[src/rtl/arith_reservation_station.sv]
// Data-capture reservation station for the arithmetic pipeline: a collapsing queue
// that snoops writeback for missing operands/flags and issues the oldest ready uop.
module arith_reservation_station #(
  parameter int DEPTH = 4
) (
  input  logic       clk,
  input  logic       rst_n,
  input  logic       flush,
  input  logic       disp_valid,
  output logic       disp_ready,
  input  logic [3:0] disp_opcode,
  input  logic [4:0] disp_rob_entry,
  input  logic [4:0] disp_dest_reg,
  input  logic [4:0] disp_flag_reg,
  input  logic [7:0] disp_arch_dest_regs,
  input  logic [4:0] disp_a_tag,
  input  logic [4:0] disp_b_tag,
  input  logic [4:0] disp_f_tag,
  input  logic [7:0] disp_a_val,
  input  logic [7:0] disp_b_val,
  input  logic [7:0] disp_f_val,
  input  logic       disp_a_rdy,
  input  logic       disp_b_rdy,
  input  logic       disp_f_rdy,
  input  logic       wb_valid,
  input  logic [4:0] wb_dest_reg,
  input  logic [4:0] wb_flag_reg,
  input  logic [7:0] wb_result_val,
  input  logic [7:0] wb_result_flags,
  output logic       issue_valid,
  output logic [3:0] issue_opcode,
  output logic [4:0] issue_rob_entry,
  output logic [4:0] issue_dest_reg,
  output logic [4:0] issue_flag_reg,
  output logic [7:0] issue_op_a_val,
  output logic [7:0] issue_op_b_val,
  output logic [7:0] issue_flags_val,
  output logic [7:0] issue_arch_dest_regs
);

  localparam int CW = $clog2(DEPTH + 1);
  localparam int IW = (DEPTH > 1) ? $clog2(DEPTH) : 1;

  typedef struct packed {
    logic [3:0] opcode;
    logic [4:0] rob_entry;
    logic [4:0] dest_reg;
    logic [4:0] flag_reg;
    logic [7:0] arch_dest_regs;
    logic [4:0] a_tag;
    logic [4:0] b_tag;
    logic [4:0] f_tag;
    logic [7:0] a_val;
    logic [7:0] b_val;
    logic [7:0] f_val;
    logic       a_rdy;
    logic       b_rdy;
    logic       f_rdy;
  } entry_t;

  entry_t        ent_q [DEPTH];
  entry_t        ent_d [DEPTH];
  entry_t        cap_s [DEPTH];
  entry_t        new_s;
  entry_t        shifted_s;
  entry_t        issue_s;
  logic [CW-1:0] count_q;
  logic [CW-1:0] count_d;
  logic [CW-1:0] count_after_s;
  logic [IW-1:0] sel_idx_s;
  logic          sel_found_s;
  logic          issue_fire_s;
  logic          accept_s;

  // Writeback snoop: fill any operand still waiting on the broadcast tag.
  function automatic entry_t snoop(input entry_t e, input logic wv,
                                   input logic [4:0] wd, input logic [4:0] wf,
                                   input logic [7:0] rv, input logic [7:0] rf);
    entry_t r;
    r = e;
    if (wv && !e.a_rdy && (e.a_tag == wd)) begin
      r.a_val = rv;
      r.a_rdy = 1'b1;
    end
    if (wv && !e.b_rdy && (e.b_tag == wd)) begin
      r.b_val = rv;
      r.b_rdy = 1'b1;
    end
    if (wv && !e.f_rdy && (e.f_tag == wf)) begin
      r.f_val = rf;
      r.f_rdy = 1'b1;
    end
    return r;
  endfunction

  assign disp_ready = rst_n & ~flush & (count_q < CW'(DEPTH));

  // Oldest-ready select; downward scan so the lowest index wins.
  always_comb begin
    sel_found_s = 1'b0;
    sel_idx_s   = '0;
    for (int i = DEPTH - 1; i >= 0; i--) begin
      logic hit;
      hit = (i < int'(count_q)) && ent_q[i].a_rdy && ent_q[i].b_rdy && ent_q[i].f_rdy;
      sel_idx_s   = hit ? IW'(i) : sel_idx_s;
      sel_found_s = sel_found_s | hit;
    end
    issue_fire_s = rst_n & sel_found_s;
    issue_s      = issue_fire_s ? ent_q[sel_idx_s] : '0;
  end

  assign issue_valid          = issue_fire_s;
  assign issue_opcode         = issue_s.opcode;
  assign issue_rob_entry      = issue_s.rob_entry;
  assign issue_dest_reg       = issue_s.dest_reg;
  assign issue_flag_reg       = issue_s.flag_reg;
  assign issue_op_a_val       = issue_s.a_val;
  assign issue_op_b_val       = issue_s.b_val;
  assign issue_flags_val      = issue_s.f_val;
  assign issue_arch_dest_regs = issue_s.arch_dest_regs;

  // Next state: capture, collapse above the issued slot, append the dispatch.
  always_comb begin
    accept_s      = disp_valid & disp_ready;
    count_after_s = count_q - CW'(issue_fire_s);
    new_s = snoop('{opcode: disp_opcode, rob_entry: disp_rob_entry,
                    dest_reg: disp_dest_reg, flag_reg: disp_flag_reg,
                    arch_dest_regs: disp_arch_dest_regs,
                    a_tag: disp_a_tag, b_tag: disp_b_tag, f_tag: disp_f_tag,
                    a_val: disp_a_val, b_val: disp_b_val, f_val: disp_f_val,
                    a_rdy: disp_a_rdy, b_rdy: disp_b_rdy, f_rdy: disp_f_rdy},
                  wb_valid, wb_dest_reg, wb_flag_reg, wb_result_val, wb_result_flags);
    for (int i = 0; i < DEPTH; i++) begin
      cap_s[i] = snoop(ent_q[i], wb_valid, wb_dest_reg, wb_flag_reg,
                       wb_result_val, wb_result_flags);
    end
    shifted_s = '0;
    for (int i = 0; i < DEPTH; i++) begin
      // The modulo only keeps the index legal; the top slot never reads it.
      shifted_s = (issue_fire_s && (i >= int'(sel_idx_s)) && (i + 1 < DEPTH))
                  ? cap_s[(i + 1) % DEPTH] : cap_s[i];
      if (flush) begin
        ent_d[i] = '0;
      end else if (i < int'(count_after_s)) begin
        ent_d[i] = shifted_s;
      end else if (accept_s && (i == int'(count_after_s))) begin
        ent_d[i] = new_s;
      end else begin
        ent_d[i] = '0;
      end
    end
    if (flush) begin
      count_d = '0;
    end else begin
      count_d = count_after_s + CW'(accept_s);
    end
  end

  // State register with synchronous active-low reset.
  always_ff @(posedge clk) begin
    if (!rst_n) begin
      count_q <= '0;
      for (int i = 0; i < DEPTH; i++) begin
        ent_q[i] <= '0;
      end
    end else begin
      count_q <= count_d;
      ent_q   <= ent_d;
    end
  end

endmodule

[config.mk]
export PLATFORM = sky130hd
export DESIGN_NAME = arith_reservation_station
export DESIGN_NICKNAME = d
export VERILOG_FILES = /design/src/rtl/arith_reservation_station.sv
export SDC_FILE = /design/constraint.sdc
export NUM_CORES = 1
export LEC_CHECK = 0
export ABC_AREA = 1
export CAP_MARGIN = 10
export CORE_MARGIN = 2
export CORE_UTILIZATION = 45
export DETAILED_ROUTE_END_ITERATION = 10
export GPL_TIMING_DRIVEN = 0
export PLACE_DENSITY = 0.76
export SLEW_MARGIN = 30
export SYNTH_ARGS = -nofsm -noshare
export SYNTH_HDL_FRONTEND = slang
export SYNTH_SLANG_ARGS = --single-unit
[constraint.sdc]
create_clock -name clk -period 3.88 [get_ports clk]
set_input_delay 0.388 -clock clk [delete_from_list [all_inputs] [get_ports clk]]
set_output_delay 0.388 -clock clk [all_outputs]
set_load 0.05 [all_outputs]
==> impl_results.md <==
- CTS Buf Count: 35
- Net Count, Synth: 2772
- Die footprint: 0.0384 mm²
- DRT iter0 DRCs: 2698
- R2r startpoint: ent_q[207]
- Max_cap viols: 0
- Final Hold Fails: 0
- Clock Sinks: 279
- Row count: 70
- Post-layout util: 54.2%
- Fraction of power spent switching nets: 26.9%
- Worst-Skew Late Latency: 0.55 ns
- Largest net degree at the start of global routing: 13
- Post-DRT Antenna Nets: 0
- Initial Util: 45.5%
- WHS Endpoint: cap_s[67]
- Longest Clk Path Bufs: 3
- Post-Place Cells: 3286
- Reg2Reg Capture Point: ent_q[92]
- Clock Skews: 0.0110 ns
- Met2 WL: 32.0 mm
- Min Hold Slack: 0.454 ns
- Critical path data arrival time: 3.55 ns
- Worst-path fanout max: 10
- Multi-input gate area: 0.00918 mm²
- Routed length on met3: 10.1 mm
- Switching power: 1830 µW
- Antenna violations before repair: 1
- CTS H-tree depth: 2
- Distinct cells, synth: 40
- Nets@finish: 2957
- Max incr delay on CP: 0.86 ns
- Critical path class: in2out
- Placed cell area: 0.0186 mm²
- Mapped Avg Cell Area: 6.21 µm²
- Hold Buf Count CTS: 0
- Routability Congestion: 1.04
- Rel. slew slack: 32.8%
- Share of layout cells above drive strength 1: 8.78%
- Clk pwr share: 48.8%
- Hold Path Origin: disp_opcode[2]
- Post-route insts no fill: 3350
- Final setup violating endpoints: 2
- Top layer in use: met4
- Leak Pwr: 0.00822 µW
- Total grt overflow: 0
- Worst-Margin Slew: 1.00 ns
- Height of the die: 196 µm
- Synthesized area: 0.0166 mm²
- Clk root buf: clkbuf_16
- Num ports: 153
- HP Class: in2reg
- Crit-path leading delay family: buffers and inverters
- Critical-path top delay cell: clkdlybuf4s50_1
- Mean routed wirelength per cell: 22.6 µm
- First-pass GRT wire length: 112 mm
- TritonCTS clock tree: built
- Worst EP required: 3.49 ns
- Seq/Total Area, Yosys: 33.7%
- Crit. End Element: output pin
- VDD IR-drop max: 0.000244 V
- M1 wire length: 27.9 mm
- Post-DP HPWL: 53.8 mm
- Drt drc: 0
- Failing checks: setup timing
- Reg power frac: 42.5%
- CORE AREA: 0.0364 mm²
- Final Max Slew Viols: 0
- Mapped Cells: 2670
- Final worst slack: -0.0626 ns
- Drt total wl: 75.6 mm
- Growth of design area from synthesis to finish: 19.2%
- Filler Cell Count: 3645
- Pre-CTS setup slack: 0.0538 ns
- Min cycle time layout: 3.94 ns
- Clk slew on worst S/H paths: 0.06 ns
- Input/output buffers: 148
- Outcome: finished, violations left
- Synth warn: 0
- Drt first pass iters: 8
- DR vias: 20.1k
- Vias in the first global route: 18.9k
- Total setup buffers inserted after CTS: 0
- Worst reg2reg setup slack: 0.12 ns
- Reg2reg path depth: 19
- RSZ-0062 raised after global routing: false
- Hold Path Cell Cnt: 3
- Internal power: 4970 µW
- Vias per cell: 6.01
- Total GRT Usage: 38.2%
- Pwr dens: 344 mW/mm²
- Die W: 196 µm
- Worst path cell trace: clkdlybuf4s50_1 -> inv_2 -> nor2_4 -> inv_1 -> clkbuf_1 -> clkbuf_1 -> nor2_1 -> clkdlybuf4s50_1
- Period utilization: 102%
- Fmax: 0.254 GHz
- Bufs and invs on worst path: 6
- #FFs+latches synth: 279
- Gate power share: 8.7%
- CP Launch Type: primary input
- Design area: 0.0198 mm²
- Register area: 0.00559 mm²
## cell type report
cell class                 instances  area share [%]
antenna                            1          0.0127
buffer                           162            3.99
clock buffer                      47            5.07
clock inverter                    16           0.747
inverter                         280            5.32
multi-input combinational       1949            46.4
sequential                       279            28.3
tap                              468            2.96
timing repair buffer             148            7.19
## placed cells by master (no fill, tap or decap), types with 48 or more instances in the layout
cell type,instances
o21ai_1,71
a21oi_1,147
inv_1,255
nand4_1,50
nor2_1,218
dfxtp_1,278
o22ai_1,106
buf_2,62
nand3_1,130
a31oi_1,48
o21ai_0,199
clkdlybuf4s50_1,98
clkbuf_1,67
nand2_1,828
## per-stage QoR
step / power (µW) / setup TNS [ns]
global route: 6920 / 0
detailed placement: 3510 / 0
finish: 6790 / -0.0850
global placement: 3510 / 0
floorplan: 3230 / 0
CTS: 6740 / 0
## registers in the layout (all words and copies together) (netlist names)
name	flops
cap_s	168
count_q	3
ent_q	108
## worst reg2reg max path: stages, from the launching register on
cell and delay, ns:
dfxtp_1 0.42, nand2_1 0.07, nor2_1 0.23, nand2_2 0.14
nand2_4 0.10, nor2_1 0.07, nor2_4 0.21, ha_1 0.20
ha_1 0.17, inv_1 0.05, nand2_1 0.09, nand2_4 0.11
inv_1 0.11, nand4_2 0.33, inv_2 0.37, clkbuf_1 0.68
nand2_1 0.13, nand3_1 0.09, nand2_1 0.05, inv_1 0.08
## how the worst max path moves through the flow
stage	from	endpoint	cells past startpoint
2_1_floorplan	count_q[2]	issue_arch_dest_regs[5]	10
3_5_place_dp	count_q[2]	issue_op_b_val[7]	10
5_1_grt	count_q[2]	issue_flag_reg[3]	11
6_report	rst_n	disp_ready	8
3_3_place_gp	count_q[2]	issue_op_b_val[7]	10
4_1_cts	count_q[2]	issue_flag_reg[0]	10
## timing repair
action	CTS	global route
hold endpoints to repair	0	0
endpoints found under the setup margin	51	46
resized for setup	76	31
## layer usage
| layer | global-route usage [%] | vias up |
|---|---|---|
| met5 | 1.28 | - |
| met4 | 25.8 | 0 |
| met3 | 9.08 | 399 |
| met2 | 58.7 | 1551 |
| met1 | 47.4 | 9080 |
| li1 | - | 9117 |
## cells in the mapped netlist (all sizes together)
cell	n	share of area, %
nor2	241	6.1
nand3b	2	0.091
nand2	840	19
o211ai	33	1.5
o221ai	2	0.11
nand4	52	2.0
buf	89	3.0
ha	2	0.15
xnor2	1	0.053
clkbuf	73	1.7
nor3	12	0.60
a22oi	3	0.14
dfxtp	279	34
and2	16	0.60
a31oi	49	1.9
xor2	10	0.53
nor3b	4	0.18
o21a	8	0.36
o21ai	270	8.2
o22ai	106	4.0
or2	3	0.11
a21oi	157	5.0
inv	280	6.3
nand3	138	4.4
## power groups by stage
| stage | registers, µW | clock network [µW] | logic (µW) |
|---|---|---|---|
| 3_3_place_gp | 2950 | 0 | 558 |
| 6_report | 2890 | 3320 | 591 |
| 3_5_place_dp | 2950 | 0 | 562 |
| 5_1_grt | 2890 | 3410 | 619 |
| 2_1_floorplan | 2950 | 0 | 280 |
| 4_1_cts | 2890 | 3290 | 565 |
## cells by family after synthesis
group           Yosys count  synth area share, %
compound gates          628                 21.2
xor+xnor                 11                0.581
simple gates           1308                 33.4
flops                   279                 33.7
fa+ha+maj                 2                0.151
buf+inv                 442                 11.0
No activity file was read; power rests on OpenSTA's default activity.
